==> src/rtl/board_shuffle_loader.sv <==
// Shuffled Banqi board loader: Fisher-Yates over the 32 pieces, then 32 face-down writes.
// Latency: start -> first strobe is 2 cycles plus the shuffle; no backpressure, writes are unconditional.
module board_shuffle_loader #(
    parameter logic [15:0] LFSR_SEED = 16'hACE1
) (
    input  logic        CLK,
    input  logic        RESET,
    input  logic        start,
    input  logic        no_shuffle,
    input  logic        seed_load,
    input  logic [15:0] seed_in,
    output logic [4:0]  board_out_addr,
    output logic [4:0]  board_out_piece,
    output logic        board_change_en,
    output logic        busy,
    output logic        done
);

    typedef enum logic [2:0] {
        IDLE,
        INIT,
        SHUFFLE,
        WRITE,
        DONE
    } state_t;

    state_t      state;
    state_t      state_nxt;
    logic [15:0] lfsr;
    logic [15:0] lfsr_step;
    logic        ns_q;
    logic [4:0]  idx;
    logic [4:0]  addr_cnt;
    logic [4:0]  draw;
    logic        accept;
    logic [4:0]  perm [32];

    // Smallest all-ones value covering i, so rejection keeps the draw uniform over 0..i.
    function automatic logic [4:0] draw_mask(input logic [4:0] i);
        if (i >= 5'd16)     return 5'd31;
        else if (i >= 5'd8) return 5'd15;
        else if (i >= 5'd4) return 5'd7;
        else if (i >= 5'd2) return 5'd3;
        else                return 5'd1;
    endfunction

    // Canonical layout: {color, type}; color is 1 (black) for the lower half.
    function automatic logic [3:0] canon(input logic [4:0] k);
        logic [2:0] kind;
        case (k[3:0])
            4'd0, 4'd7:                         kind = 3'b100;
            4'd1, 4'd6:                         kind = 3'b011;
            4'd2, 4'd5:                         kind = 3'b101;
            4'd3, 4'd13:                        kind = 3'b110;
            4'd4:                               kind = 3'b111;
            4'd11, 4'd12:                       kind = 3'b010;
            default:                            kind = 3'b001;
        endcase
        return {~k[4], kind};
    endfunction

    assign lfsr_step = lfsr[0] ? ({1'b0, lfsr[15:1]} ^ 16'hB400) : {1'b0, lfsr[15:1]};
    assign draw      = lfsr[4:0] & draw_mask(idx);
    assign accept    = (state == SHUFFLE) && (draw <= idx);

    always_comb begin
        state_nxt = state;
        case (state)
            IDLE:    if (start && !seed_load) state_nxt = INIT;
            INIT:    state_nxt = ns_q ? WRITE : SHUFFLE;
            SHUFFLE: if (accept && idx == 5'd1) state_nxt = WRITE;
            WRITE:   if (addr_cnt == 5'd31) state_nxt = DONE;
            DONE:    state_nxt = IDLE;
            default: state_nxt = IDLE;
        endcase
    end

    always_ff @(posedge CLK or negedge RESET) begin
        if (!RESET) begin
            state    <= IDLE;
            lfsr     <= LFSR_SEED;
            ns_q     <= 1'b0;
            idx      <= 5'd0;
            addr_cnt <= 5'd0;
        end else begin
            state <= state_nxt;
            // A zero seed would lock the LFSR, so it falls back to the reset seed.
            if (state == IDLE && seed_load)
                lfsr <= (seed_in == 16'h0000) ? LFSR_SEED : seed_in;
            else
                lfsr <= lfsr_step;
            if (state == IDLE && start && !seed_load)
                ns_q <= no_shuffle;
            case (state)
                INIT: begin
                    idx      <= 5'd31;
                    addr_cnt <= 5'd0;
                end
                SHUFFLE: if (accept) idx <= idx - 5'd1;
                WRITE:   addr_cnt <= addr_cnt + 5'd1;
                default: ;
            endcase
        end
    end

    // The permutation table carries no reset; INIT rebuilds it before every use.
    always_ff @(posedge CLK) begin
        if (state == INIT) begin
            for (int k = 0; k < 32; k++)
                perm[k] <= 5'(k);
        end else if (accept) begin
            perm[idx]  <= perm[draw];
            perm[draw] <= perm[idx];
        end
    end

    always_comb begin
        board_change_en = 1'b0;
        board_out_addr  = 5'd0;
        board_out_piece = 5'd0;
        busy            = (state != IDLE);
        done            = (state == DONE);
        if (state == WRITE) begin
            board_change_en = 1'b1;
            board_out_addr  = addr_cnt;
            board_out_piece = {canon(perm[addr_cnt]), 1'b0};
        end
    end

endmodule
==> config.mk <==
export PLATFORM = sky130hd
export DESIGN_NAME = board_shuffle_loader
export DESIGN_NICKNAME = d
export VERILOG_FILES = /design/src/rtl/board_shuffle_loader.sv
export SDC_FILE = /design/constraint.sdc
export NUM_CORES = 1
export LEC_CHECK = 0
export ABC_AREA = 1
export CELL_PAD_IN_SITES_DETAIL_PLACEMENT = 1
export CELL_PAD_IN_SITES_GLOBAL_PLACEMENT = 1
export CORE_ASPECT_RATIO = 1.25
export CORE_MARGIN = 1.5
export CORE_UTILIZATION = 45
export CTS_BUF_LIST = sky130_fd_sc_hd__clkbuf_4
export CTS_CLUSTER_SIZE = 10
export DETAILED_ROUTE_END_ITERATION = 10
export PLACE_DENSITY = 0.85
export SLEW_MARGIN = 20
export SYNTH_ARGS = -nofsm -noshare
export SYNTH_HDL_FRONTEND = slang
export SYNTH_SLANG_ARGS = --single-unit
export TNS_END_PERCENT = 5
==> constraint.sdc <==
create_clock -name CLK -period 8 [get_ports CLK]
set_input_delay 0.8 -clock CLK [delete_from_list [all_inputs] [get_ports CLK]]
set_output_delay 0.8 -clock CLK [all_outputs]
set_load 0.02 [all_outputs]
# Word level (Yosys, flattened, before mapping)
# Memories as Yosys holds them, arrays and structs flattened.
# Cells that the tools add are included.
# totals
reg_bits,30
ram_bits,160
rom_bits,48
in_bits,21
output_inout_bits,13
word_cells,72
mem_count,2
# op_classes
n_addsub,2
n_lt_le_gt_ge,5
n_eq_ne,10
mux,29
bitwise_logic,3
reduce_logical,16
# mem_list
memory,depth,word_bits,rd,rd_ports_with_merged_regs,wr,line_no,text
perm,32,5,3,0,32,36,logic [4:0] perm [32];
(name not given),16,3,1,0,0,50,case (k[3:0])
# ops
op,n
16-bit 2-to-1 mux,3
5-bit 2-to-1 mux,8
5-bit case mux with 2 select lines,2
16-bit zero test,1
3-bit 2-to-1 mux,4
3-bit case mux with 4 select lines,1
5-bit OR reduction,2
1-bit 2-to-1 mux,9
3-bit by 2-bit == test with 1-bit output (second input constant),2
1-bit logical AND,6
2-bit != test (second input constant),3
5-bit by 1-bit adder with 5-bit output (second input constant),1
5-bit AND,1
5-bit by 1-bit == test with 1-bit output (second input constant),1
5-bit == test (second input constant),1
5-bit by 2-bit greater-or-equal comparator with 1-bit output (second input constant),1
5-bit by 3-bit greater-or-equal comparator with 1-bit output (second input constant),1
5-bit by 4-bit greater-or-equal comparator with 1-bit output (second input constant),1
5-bit greater-or-equal comparator (second input constant),1
5-bit <= comparator,1
5-bit by 1-bit subtractor with 5-bit output (second input constant),1
4-bit 2-to-1 mux,1
3-bit NOT with 4-bit output,1
2-bit nonzero test,2
other kinds (10),10

# Longest topological paths before layout
# logic_depth
depth_word,13
mapped_depth,19
ltp_nobuf,18

# Worst setup path after synthesis
# OpenSTA, ideal clock, no wires.
# synth_path
kind,register to output
from,register addr_cnt[0]
to,output port board_out_piece[1]
t_arrival_ns,2.461
required_ns,7.200
setup_slack_ns,4.739
stages_incl_launch_ff,19
path_buffers,3
cell_sequence,dfrtp_1 -> clkbuf_1 -> clkinv_1 -> clkbuf_1 -> clkbuf_1 -> nand2_1 -> nand3_1 -> nand3_1 -> nand3_1 -> nand2_1 -> nand2_1 -> nand2_1 -> inv_1 -> ha_1 -> inv_1 -> nand2_1 -> nand3_1 -> nand2_1 -> nor2_1
# synth_via
elab_chain_cells,3
# synth_rtl
item,line_no,text
start: declaration,33,logic [4:0] addr_cnt;
start signal: assignment,100,WRITE: addr_cnt <= addr_cnt + 5'd1;
memory read 32 x 5 bit,-,
memory read 16 x 3 bit,-,
5-bit 2-to-1 mux,123,if (state == WRITE) begin
end: declaration,13,"output logic [4:0] board_out_piece,"
# No other way between the ends.

# Worst setup path in the final report
# Ends and elaborated chain as after synthesis.

==> results.ini <==
[status]
status=finished clean

[logic_synthesis]
synth_flop_cell=edfxtp_1
synth.yosys.warnings=0
ys_async_sr_fraction_pct=15.79
synth_edf_count=160
ys_types=41
yosysTopAreaCellShare_pct=33.60
synth_seq_area_share_pct=38.92
yosys-top-cells-area=edfxtp_1 (34%), nand2_1 (18%), o21ai_0 (8.2%), nand3_1 (7.7%), nor2_1 (6.8%)
yosys.area.top_type=edfxtp_1
synth_nets=2183
avgSynthCellArea_um2=6.670
synthCells=2144
synth_area_um2=14300
ys_ff_latch=190

[worst_setup_path]
crit_type=flop to output pin
crit_path_max_fanout=46
endpoint=board_out_piece[1]
path_common_cell=nand2_1
critPathLaunch=addr_cnt[0]
max_stage_delay_ps=620
worst-r2r-setup-slack_ps=3400
reg2reg_to=perm[30][1]
rr_startpoint=idx[3]
cp_slowest_cell=dfrtp_2
setup.worst_path.end_class=output pin
rr_worst_depth=14
cp_cell_sequence=inv_2 > buf_4 > nand2_1 > nand3_1 > nand2_1 > nand2_1 > nand3_1 > nand2_1 > nand2_1 > nand2_1 > inv_1 > ha_1 > inv_1 > nand2_1 > nand3_1 > nand2_1 > nor2_1 > clkdlybuf4s50_1
crit_arrival_ps=4640
cp.required_ps=7200
crit_path_start_kind=flop

[timing]
fin_hold_ws_ps=491.2
slew-limit-headroom_pct=21.90
period_needed_ps=5437
finalSetupViolCount=0
rsz0062_at_grt=no
tns_ps=0
setup_ws_ps=2563
tightest_slew_ps=1170
drv_slew=0
period_share_pct=67.96
skew_ps=32.76
hold_violations=0
fmax_mhz=183.9

[grt]
grt.met3_usage_pct=8.044
top_usage_layer=met2
grt_start_max_net_pins=80
grt_first_pass_wirelength_um=98060
antenna_found_initial=1
grt_pass1_vias=16120
met1_usage_pct=48.18
grt.total_usage_pct=40.40
gr-total-overflow=0
use_met2_pct=62.93

[pwr]
power_mw=1.605
p_per_area_nw_per_um2=107.1
irDropWorstVdd_mv=0.06840
power.leakage_nw=6.099

[route]
wl_um=65090
drc=0
post_drt_wl_per_cell_um=25.92
routed_via_density=6.324
vias=15880
dr.pass1.iters=6
drtIter0Drc=1859
ant_nets=0

[die]
die_w_um=162.5
die_area_um2=32870
start_util_pct=46.01
core_um2=31080
io_pins=34
placementRows=72
die_h_um=202.3

[run]
cap_violations=0

[place]
dpl.hpwl_um=44480
preCtsSetupSlack_ps=3436
port_buffers=32
gp_congestion=0.9987

[cts]
cts_sinks=190
cts_buffer_depth=2
clk_latency_ps=680
cts_tree=built
clkTransAtPathRegs_ps=170
holdBufCountCts=0
htree_levels=4
cts_buffers=17
cts-root-buf=clkbuf_4
cts_repair_resize_count=0
post_cts_buffers=0

[min_path]
hp-start=lfsr[6]
hold_path_class=flop to flop

[layout]
regArea_um2=5570
layout-drive-gt1-share_pct=5.516
fin_util_pct=48.22
fin_nets=2130
area_growth_pct=4.795
layout_commonest_cell=nand2_1
n_fill_cell=4174
layout_common_cells=nand2_1 (676), nor2_1 (257), o21ai_0 (235), nand3_1 (220), inv_1 (179)
multi_input_area_um2=7440

==> synth_stat cells, types with 2 or more instances <==
library cell / number
nor3_2: 5
buf_6: 4
buf_4: 7
dfrtp_1: 22
nor4_1: 4
nor3_1: 16
nand4_1: 4
nand3_1: 220
o22ai_1: 3
clkinv_1: 7
nor3_4: 2
edfxtp_1: 160
a21boi_0: 2
xnor2_1: 2
nor2_2: 13
nand2_1: 681
ha_1: 18
inv_1: 179
mux2_2: 7
buf_2: 42
nand3b_1: 13
o211ai_1: 12
o21ai_0: 235
a22oi_1: 8
inv_2: 8
nand2_2: 2
clkbuf_1: 64
dfstp_2: 8
a21oi_1: 109
o21ai_1: 8
nor2_1: 258
buf_1: 8
nor2_4: 5
==> cells by family after synthesis <==
logic type	after synthesis	synth area share (%)
adders and majority gates	18	1.575
buffers and inverters	320	9.169
DFF	190	38.92
and+or+nand+nor	1224	35.70
other	1	0.02622
xor gates and xnor gates	3	0.1838
AOI/OAI and AO/OA	381	13.88
muxes	7	0.5512
==> worst max-delay path: cells and delay by family, from the launching register on <==
family,cells,cell delay [ps]
buffers and inverters,5,1830
adder cells (fa/ha/maj),1,320
flip-flops,1,620
AND/OR/NAND/NOR,12,1150
==> metrics by stage <==
| stage | area, um2 | instances |
|---|---|---|
| 6_report | 14990 | 2511 |
| 5_1_grt | 14990 | 2511 |
| 4_1_cts | 14980 | 2510 |
| 3_5_place_dp | 14730 | 2479 |
| 3_3_place_gp | 14730 | 2479 |
| 2_1_floorplan | 14300 | 2144 |
==> worst min path at each step <==
stage	endpoint	slack [ps]	cells past startpoint
floorplan	lfsr[5]	450	2
global placement	lfsr[11]	470	2
detailed placement	lfsr[5]	470	2
CTS	addr_cnt[0]	470	2
global route	lfsr[9]	510	2
finish	lfsr[5]	490	2
==> layout make-up <==
type / count / share of cell area, %
diodes: 1 / 0.01670
clock buffers: 22 / 1.102
well taps: 407 / 3.398
inverters: 194 / 4.859
repair buffers: 54 / 3.239
multi-input cells: 1634 / 49.64
flip-flops and latches: 190 / 37.17
clock inverters: 9 / 0.5761
==> routing by layer <==
layer	wire length, um	share of wire (%)
met3	6121	9.4
met4	5885	9.0
met5	0	0
met1	23780	37
met2	29300	45
==> registers in the layout (all words and copies together) (netlist names) <==
name,flops
addr_cnt,5
idx,5
lfsr,16
ns_q,1
perm,160
state,3
==> where the power goes <==
| part | internal (mW) | switching [mW] |
|---|---|---|
| combinational | 0.00923 | 0.00655 |
| clock | 0.171 | 0.360 |
| sequential | 1.06 | 0 |
(Power assumes the default switching activity.)
